===== src/rtl/speed2phase_if.sv =====
// speed2phase_if: tick/load/speed command inputs and paced phase sample outputs of speed2phase
interface speed2phase_if;
  logic tick;
  logic load;
  logic signed [15:0] speed_in;
  logic [3:0] meanlen;
  logic signed [18:0] phase;
  logic sample;
  logic win_start;
  logic sat;
  logic pending;
  modport master (output tick, load, speed_in, meanlen, input phase, sample, win_start, sat, pending);
  modport slave (input tick, load, speed_in, meanlen, output phase, sample, win_start, sat, pending);
endinterface


===== src/rtl/speed2phase.sv =====
// speed2phase: Q5.10 speed to paced signed 19-bit phase differences with error-feedback residue
// Defining SPEED2PHASE_SLEW_EN limits each boundary speed change to SLEW_STEP.
module speed2phase #(
  parameter int unsigned GAIN = 1024,
  parameter int unsigned SHIFT = 10,
  parameter int unsigned SLEW_STEP = 64
) (
  input logic clock,
  input logic reset,
  speed2phase_if.slave bus
);
`ifdef SPEED2PHASE_SLEW_EN
  localparam bit SLEW = 1'b1;
`else
  localparam bit SLEW = 1'b0;
`endif
  localparam logic signed [16:0] G = {1'b0, 16'(GAIN)};
  // A step wider than any possible speed difference makes the change an immediate jump
  localparam logic signed [17:0] STEP = SLEW ? 18'(SLEW_STEP) : 18'sd65535;
  logic signed [15:0] speed, target, nxt;
  logic signed [17:0] sx, tx, diff;
  logic signed [32:0] prod;
  logic signed [33:0] acc, q;
  logic [20:0] res, rem;
  logic [14:0] cnt, last;
  logic [3:0] len;
  logic pend, bnd, v1, w1, hi, lo;
  assign bnd = bus.tick && cnt == 15'd0;
  assign last = 15'((32'd1 << len) - 32'd1);
  assign sx = {{2{speed[15]}}, speed};
  assign tx = {{2{target[15]}}, target};
  assign diff = tx - sx;
  assign acc = $signed({prod[32], prod}) + $signed({13'd0, res});
  assign q = acc >>> SHIFT;
  assign rem = 21'(acc - (q <<< SHIFT));
  assign hi = q > 34'sd262143;
  assign lo = q < -34'sd262144;
  assign bus.pending = pend;
  always_comb begin
    nxt = speed;
    if (bnd && pend)
      nxt = 16'(diff > STEP ? sx + STEP : diff < -STEP ? sx - STEP : tx);
  end
  always_ff @(posedge clock) begin
    if (reset) begin
      speed <= '0;
      target <= '0;
      pend <= 1'b0;
      cnt <= '0;
      len <= '0;
      v1 <= 1'b0;
      w1 <= 1'b0;
      prod <= '0;
      res <= '0;
      bus.phase <= '0;
      bus.sample <= 1'b0;
      bus.win_start <= 1'b0;
      bus.sat <= 1'b0;
    end else begin
      v1 <= bus.tick;
      w1 <= bnd;
      if (bus.tick) begin
        speed <= nxt;
        prod <= nxt * G;
        cnt <= bnd ? (bus.meanlen == 4'd0 ? 15'd0 : 15'd1) : (cnt == last ? 15'd0 : cnt + 15'd1);
        if (bnd) len <= bus.meanlen;
      end
      // A load coinciding with a boundary is kept for the next boundary
      if (bus.load) begin
        target <= bus.speed_in;
        pend <= 1'b1;
      end else if (bnd && pend && nxt == target) pend <= 1'b0;
      bus.sample <= v1;
      if (v1) begin
        bus.phase <= hi ? 19'sh3FFFF : lo ? 19'sh40000 : q[18:0];
        bus.sat <= hi || lo;
        bus.win_start <= w1;
        res <= (hi || lo) ? 21'd0 : rem;
      end
    end
  end
endmodule


===== src/flat_wrapper.sv =====
// flat-port wrapper written by rule: the top's interface ports become plain ports
module speed2phase_flat 
#(
  parameter int unsigned GAIN = 1024,
  parameter int unsigned SHIFT = 10,
  parameter int unsigned SLEW_STEP = 64
)
  (clock, reset, bus_tick, bus_load, bus_speed_in, bus_meanlen, bus_phase, bus_sample, bus_win_start, bus_sat, bus_pending);
  speed2phase_if bus_i ();
  input logic clock;
  input logic reset;
  input wire logic [$bits(bus_i.tick)-1:0] bus_tick;
  input wire logic [$bits(bus_i.load)-1:0] bus_load;
  input wire logic [$bits(bus_i.speed_in)-1:0] bus_speed_in;
  input wire logic [$bits(bus_i.meanlen)-1:0] bus_meanlen;
  output wire logic [$bits(bus_i.phase)-1:0] bus_phase;
  output wire logic [$bits(bus_i.sample)-1:0] bus_sample;
  output wire logic [$bits(bus_i.win_start)-1:0] bus_win_start;
  output wire logic [$bits(bus_i.sat)-1:0] bus_sat;
  output wire logic [$bits(bus_i.pending)-1:0] bus_pending;
  assign bus_i.tick = bus_tick;
  assign bus_i.load = bus_load;
  assign bus_i.speed_in = bus_speed_in;
  assign bus_i.meanlen = bus_meanlen;
  assign bus_phase = bus_i.phase;
  assign bus_sample = bus_i.sample;
  assign bus_win_start = bus_i.win_start;
  assign bus_sat = bus_i.sat;
  assign bus_pending = bus_i.pending;
  speed2phase #(.GAIN(GAIN), .SHIFT(SHIFT), .SLEW_STEP(SLEW_STEP)) u_core (.clock(clock), .reset(reset), .bus(bus_i));
endmodule

===== config.mk =====
export PLATFORM = sky130hd
export DESIGN_NAME = speed2phase_flat
export DESIGN_NICKNAME = d
export VERILOG_FILES = /design/src/rtl/speed2phase_if.sv /design/src/rtl/speed2phase.sv /design/src/flat_wrapper.sv
export SDC_FILE = /design/constraint.sdc
export NUM_CORES = 1
export LEC_CHECK = 0
export CAP_MARGIN = 10
export CORE_UTILIZATION = 30
export DETAILED_ROUTE_END_ITERATION = 16
export MAX_ROUTING_LAYER = met4
export SYNTH_ARGS = -nofsm -noshare
export SYNTH_HDL_FRONTEND = slang
export SYNTH_SLANG_ARGS = --single-unit

===== constraint.sdc =====
create_clock -name clock -period 8.94 [get_ports clock]
set_input_delay 1.788 -clock clock [delete_from_list [all_inputs] [get_ports clock]]
set_output_delay 1.788 -clock clock [all_outputs]
set_load 0.01 [all_outputs]

==> out/summary.txt <==
DETAILED ROUTING
-------------------------------------------------------------------------------------
Final antenna-violating net count                                                   0
Count of routing violations after the opening detailed-route iteration            404
Routed Wire Length                                                           14700 um
Via-per-instance ratio                                                           5.37
Wire length per cell                                                          15.6 um
Routed via count                                                                 5073
DR pass1 iterations                                                                 4
Total DRC errors in the routed layout                                               0

FINAL LAYOUT
-------------------------------------------------------------------------------------
Count of nets after finishing                                                     761
Share of post-route cells with drive strength above 1                           7.92%
Number of diodes                                                                    0
Utilization after layout                                                        36.1%
Layout-stage area growth over the synthesis result                              16.5%

CTS
-------------------------------------------------------------------------------------
CTS buffer count                                                                    9
Clock transition at path regs                                                 0.07 ns
Maximum count of clock buffers along a single path                                  2
Resize count post-CTS                                                               0
Depth of the CTS H-tree                                                             3
Clock sink count                                                                   74
Clk_lat worst skew                                                            0.35 ns
Hold-fix buffers at CTS                                                             0
# Post-CTS Setup Buffers                                                            0
CTS tree                                                                         done
Clock root buffer                                                        sky130_fd_sc_hd__clkbuf_16

POWER AND IR DROP
-------------------------------------------------------------------------------------
Maximum ir drop on the vdd rail                                              0.113 mV
Leakage power                                                                 2.29 nW
Power density normalized to cell area                                      152 nW/um2

WORST SETUP PATH
-------------------------------------------------------------------------------------
CP startpoint kind                                                         input port
Kind of critical path                                                          in2reg
Arrival @ worst endpoint                                                      5.01 ns
Slowest cell on the critical path                                        sky130_fd_sc_hd__clkdlybuf4s50_1
Data required time at the worst endpoint                                      9.20 ns
Critical Path Fanout Max                                                           18
Worst stage delay on the critical path                                        0.80 ns
Crit-path most repeated cell                                             sky130_fd_sc_hd__nand4_1
FF-to-FF setup slack                                                          4.69 ns
CP endpoint kind                                                                 flop
Critical path, cell by cell                                              clkdlybuf4s50_1, nor4b_1, nand4_1, or2_2, nor3_1, a21oi_1, o221a_2, nand4_1, o22ai_1, a311oi_1

PLACEMENT
-------------------------------------------------------------------------------------
Detailed-placement wirelength estimate                                       10500 um
Count of buffers from port buffering                                               45
Gpl congestion                                                                  0.878

TIMING
-------------------------------------------------------------------------------------
Hold violation total from the final report                                          0
Max-slew headroom at the worst pin                                              23.2%
Sum of negative setup slack                                                      0 ns
Post-layout min period                                                        4.75 ns
Max-slew violation total from the final report                                      0
Achievable Freq                                                               211 MHz
Post-route fraction of the period consumed by the critical path                 53.1%
Final worst clock skew                                                     0.00660 ns
Worst hold margin                                                            0.471 ns
Unrepaired setup endpoints after global routing                                 false
Worst-margin pin slew                                                         1.15 ns
Count of final setup violators                                                      0

SYNTHESIS
-------------------------------------------------------------------------------------
Unique cell type count in the Yosys netlist                                        70
Post-synthesis cell area                                                     5400 um2
Main flop type after synthesis                                           sky130_fd_sc_hd__dfxtp_1
Synthesized net count                                                             747
Warnings from Yosys                                                                 0
Portion of the post-synthesis area used by sequential elements                  27.4%
Area leader, netlist                                                     sky130_fd_sc_hd__dfxtp_1
Ranking of synthesized cells by area                                     sky130_fd_sc_hd__dfxtp_1 (27%), sky130_fd_sc_hd__mux2i_1 (7.0%), sky130_fd_sc_hd__ha_1 (4.9%), sky130_fd_sc_hd__nor2_1 (4.8%), sky130_fd_sc_hd__o21ai_0 (4.7%)
Gate count after technology mapping                                               701
Mean area per synthesized cell                                               7.71 um2
Synth async-reset ratio                                                            0%
Register bit total from synthesis                                                  74
Fraction of synthesized cell area taken by the top area cell type               27.4%
Number of enable-type register cells in the synthesized netlist                     0

FLOORPLANNING
-------------------------------------------------------------------------------------
Top-level port count                                                               47
Starting density of the core                                                    31.0%
Placeable core area                                                         17400 um2
Die height                                                                     136 um
Overall die area                                                            18500 um2
Chip Width                                                                     136 um
Cell row count                                                                     48

GLOBAL ROUTE
-------------------------------------------------------------------------------------
Global route total overflow                                                         0
Via count of the first global-routing pass                                       4651
Number of antenna violations at the first check in global routing                   0
Global-route total usage across every layer                                     16.9%
Global-route wire length before repair                                       24200 um
Pin count of the biggest net entering global routing                               75

OUTCOME
-------------------------------------------------------------------------------------
Status                                                                   finished, final reports clean

JOB
-------------------------------------------------------------------------------------
Max-capacitance violation count                                                     0

HOLD PATH
-------------------------------------------------------------------------------------
Path category of the worst min-delay check                                    reg2reg

metrics by stage:
stage	std cells	cell area, um2	total power, W	setup slack (ns)
3_5_place_dp	929	5980	0.000585	3.81
5_1_grt	945	6290	0.00101	3.90
3_3_place_gp	929	5980	0.000584	3.93
4_1_cts	945	6290	0.000966	4.19
6_report	945	6290	0.000959	4.19
2_1_floorplan	701	5400	0.000524	5.11
worst max-delay path: cells and delay by family:
| family | cells | cell delay [ns] |
|---|---|---|
| compound gates | 4 | 0.67 |
| buf+inv | 1 | 0.80 |
| simple gates | 5 | 1.74 |
layout make-up:
type	count	area (um2)
Clock buffer	9	225
Clock inverter	7	83.8
Fill cell	1819	11100
Inverter	31	116
Multi-Input combinational cell	547	3600
Sequential cell	74	1480
Tap cell	225	282
Timing Repair Buffer	52	498
sequential cells by signal, summed over array words and instances, names as in the netlist:
| register | count |
|---|---|
| u_core.speed | 16 |
| u_core.target | 16 |
| u_core.bus.win_start | 1 |
| u_core.w1 | 1 |
| u_core.bus.phase | 18 |
| u_core.bus.pending | 1 |
| u_core.bus.sample | 1 |
| u_core.v1 | 1 |
| u_core.len | 4 |
| u_core.cnt | 15 |
per-layer routing:
layer  vias to the layer above  part of all wire (%)  global-route usage [%]
met1                      2360                    48                    21.7
met5                         -                     0                       -
met2                       127                    46                    26.5
met4                         0                   1.6                    4.32
met3                        20                   4.5                    4.10
li1                       2566                     -                       -
power by group:
part / internal [W] / switching (W)
combinational: 0.0000929 / 0.000128
clock: 0.000221 / 0.000159
sequential: 0.000339 / 0.0000186
total: 0.000653 / 0.000306
kinds of logic after synthesis:
family	after synthesis	share of synthesized area (%)
adder cells (fa/ha/maj)	22	5.24
other	1	0.0694
flip-flops	74	27.4
buffers and inverters	80	6.12
AO/OA/AOI/OAI	185	22.0
multiplexers	39	7.25
AND/OR/NAND/NOR	269	26.9
XOR/XNOR	31	5.03
path summary, 6_finish.rpt:
check | end | cells after the start | startpoint
worst min-delay path | u_core.bus.phase[18] | 2 | u_core.bus.phase[18]
worst max-delay path | u_core.bus.pending | 10 | bus_tick
worst min register to register | u_core.bus.phase[18] | 2 | u_core.bus.phase[18]
worst max register to register | u_core.bus.pending | 11 | u_core.speed[0]
cell usage after synthesis, drive strengths merged, types with 4 or more instances:
library cell / instances
dfxtp: 74
nor2: 70
o21ai: 55
a21oi: 47
nand2: 40
mux2i: 38
clkbuf: 37
inv: 31
nor3: 30
ha: 21
and3: 20
xnor2: 20
nand3: 19
a21boi: 17
nor4: 13
buf: 12
or3b: 12
a21o: 11
xor2: 11
nand2b: 10
nand4: 10
nor2b: 9
a31oi: 8
or3: 8
and4: 7
a311oi: 6
a22oi: 5
o31ai: 5
o22ai: 4
or2: 4
layout by cell type (no fill, tap or decap), drive strengths merged, types with 10 or more instances in the layout:
master,n
nor3,30
inv,34
nand2,40
xnor2,20
a21oi,47
a21o,11
nand4,10
dfxtp,74
a21boi,17
nand2b,10
clkdlybuf4s50,44
nor2,70
and3,20
nand3,19
o21ai,55
ha,21
xor2,11
or3b,12
mux2i,38
nor4,13
No activity file was read; power rests on OpenSTA's default activity.
==> variant (config.mk and constraints unchanged) <==
Build with the macro `SPEED2PHASE_SLEW_EN` defined.
--- a/src/rtl/speed2phase.sv
+++ b/src/rtl/speed2phase.sv
@@ -1,5 +1,7 @@
 // speed2phase: Q5.10 speed to paced signed 19-bit phase differences with error-feedback residue
 // Defining SPEED2PHASE_SLEW_EN limits each boundary speed change to SLEW_STEP.
+`define SPEED2PHASE_SLEW_EN
+
 module speed2phase #(
   parameter int unsigned GAIN = 1024,
   parameter int unsigned SHIFT = 10,
Formal check against the unedited RTL: not equivalent (a bounded check fails within 4 cycles, from zero or initial values and one cycle with reset high).
==> variant against the original RTL <==
Worst setup slack got worse by 380 ps. Sequential power up 2%. Highest routed layer unchanged. Design area down 4.0%. Die area decreased by 4.5%. Sequential cell count did not move. Largest cell class unchanged. First-iteration DRC count decreased by 10%. Area after synthesis shrank 4.5%. Cell count is 2.3% lower. Wire length shrank 7.8%. Power up 7.6%.
==> variant: results (changes against the original RTL) <==
routed length on met2: 5.77 mm (-14%)
Final HPWL DP: 9.77 mm (-7.3%)
global-route wire length before repair: 22.8 mm (-5.6%)
number of global-route vias before repair: 4509 (-3.1%)
pre-CTS setup slack: 3600 ps (-215 ps)
synth unique cells: 64 (-8.6%)
share of layout cells above drive strength 1: 0.0469 (-0.0322)
Metal-1 WL: 6.97 mm (-1.1%)
CP Data Arrival Time: 5360 ps (+350 ps)
Multi-In Gates: 537 (-1.8%)
Post-Syn Nets: 726 (-2.8%)
Max Clock Skew: 7.55 ps (+0.947 ps)
multi-input combinational area share: 0.563 (-0.00961)
WL met3: 689 µm (+3.3%)
crit-path max FO: 22 (+4)
WL/cell: 14.7 µm (-5.6%)
Crit path largest cell delay: 720 ps (-80 ps)
post-route cell area: 6040 µm² (-4.0%)
register area share after synthesis: 0.287 (+0.0130)
NumNets Final: 744 (-2.2%)
Commonest cells post-synth: 96 x nor2_1, 74 x dfxtp_1, 49 x o21ai_0
met3 GRT Util: 0.0381 (-0.00296)
sequential share of power: 0.354 (-0.019)
GR met1 Demand/Resource: 0.230 (+0.0125)
run status: finished, final reports clean
RePlAce Congestion: 0.921 (+4.9%)
Signal inverters: 28 (-9.7%)
==> variant: worst paths after layout <==
check | from | end | slack, ps | cells past startpoint
min | u_core.bus.phase[18]$_SDFFE_PP0P_ | u_core.bus.phase[18]$_SDFFE_PP0P_ | 470 | 2
max | bus_tick | u_core.bus.pending$_SDFFE_PP0P_ | 3810 | 13
max reg2reg | u_core.speed[9]$_SDFFE_PP0P_ | u_core.bus.pending$_SDFFE_PP0P_ | 4520 | 13
min reg2reg | u_core.bus.phase[18]$_SDFFE_PP0P_ | u_core.bus.phase[18]$_SDFFE_PP0P_ | 470 | 2
==> variant: kinds of logic (layout without fill, tap and decap cells) <==
logic type / after synthesis / count (layout) / share of synthesized area
flops: 74 / 74 / 0.287
simple gates: 268 / 268 / 0.258
xor+xnor: 33 / 33 / 0.0561
fa+ha+maj: 22 / 22 / 0.0548
mux: 40 / 40 / 0.0779
compound gates: 173 / 173 / 0.212
other cells: 1 / 1 / 0.000727
buf+inv: 69 / 92 / 0.0527
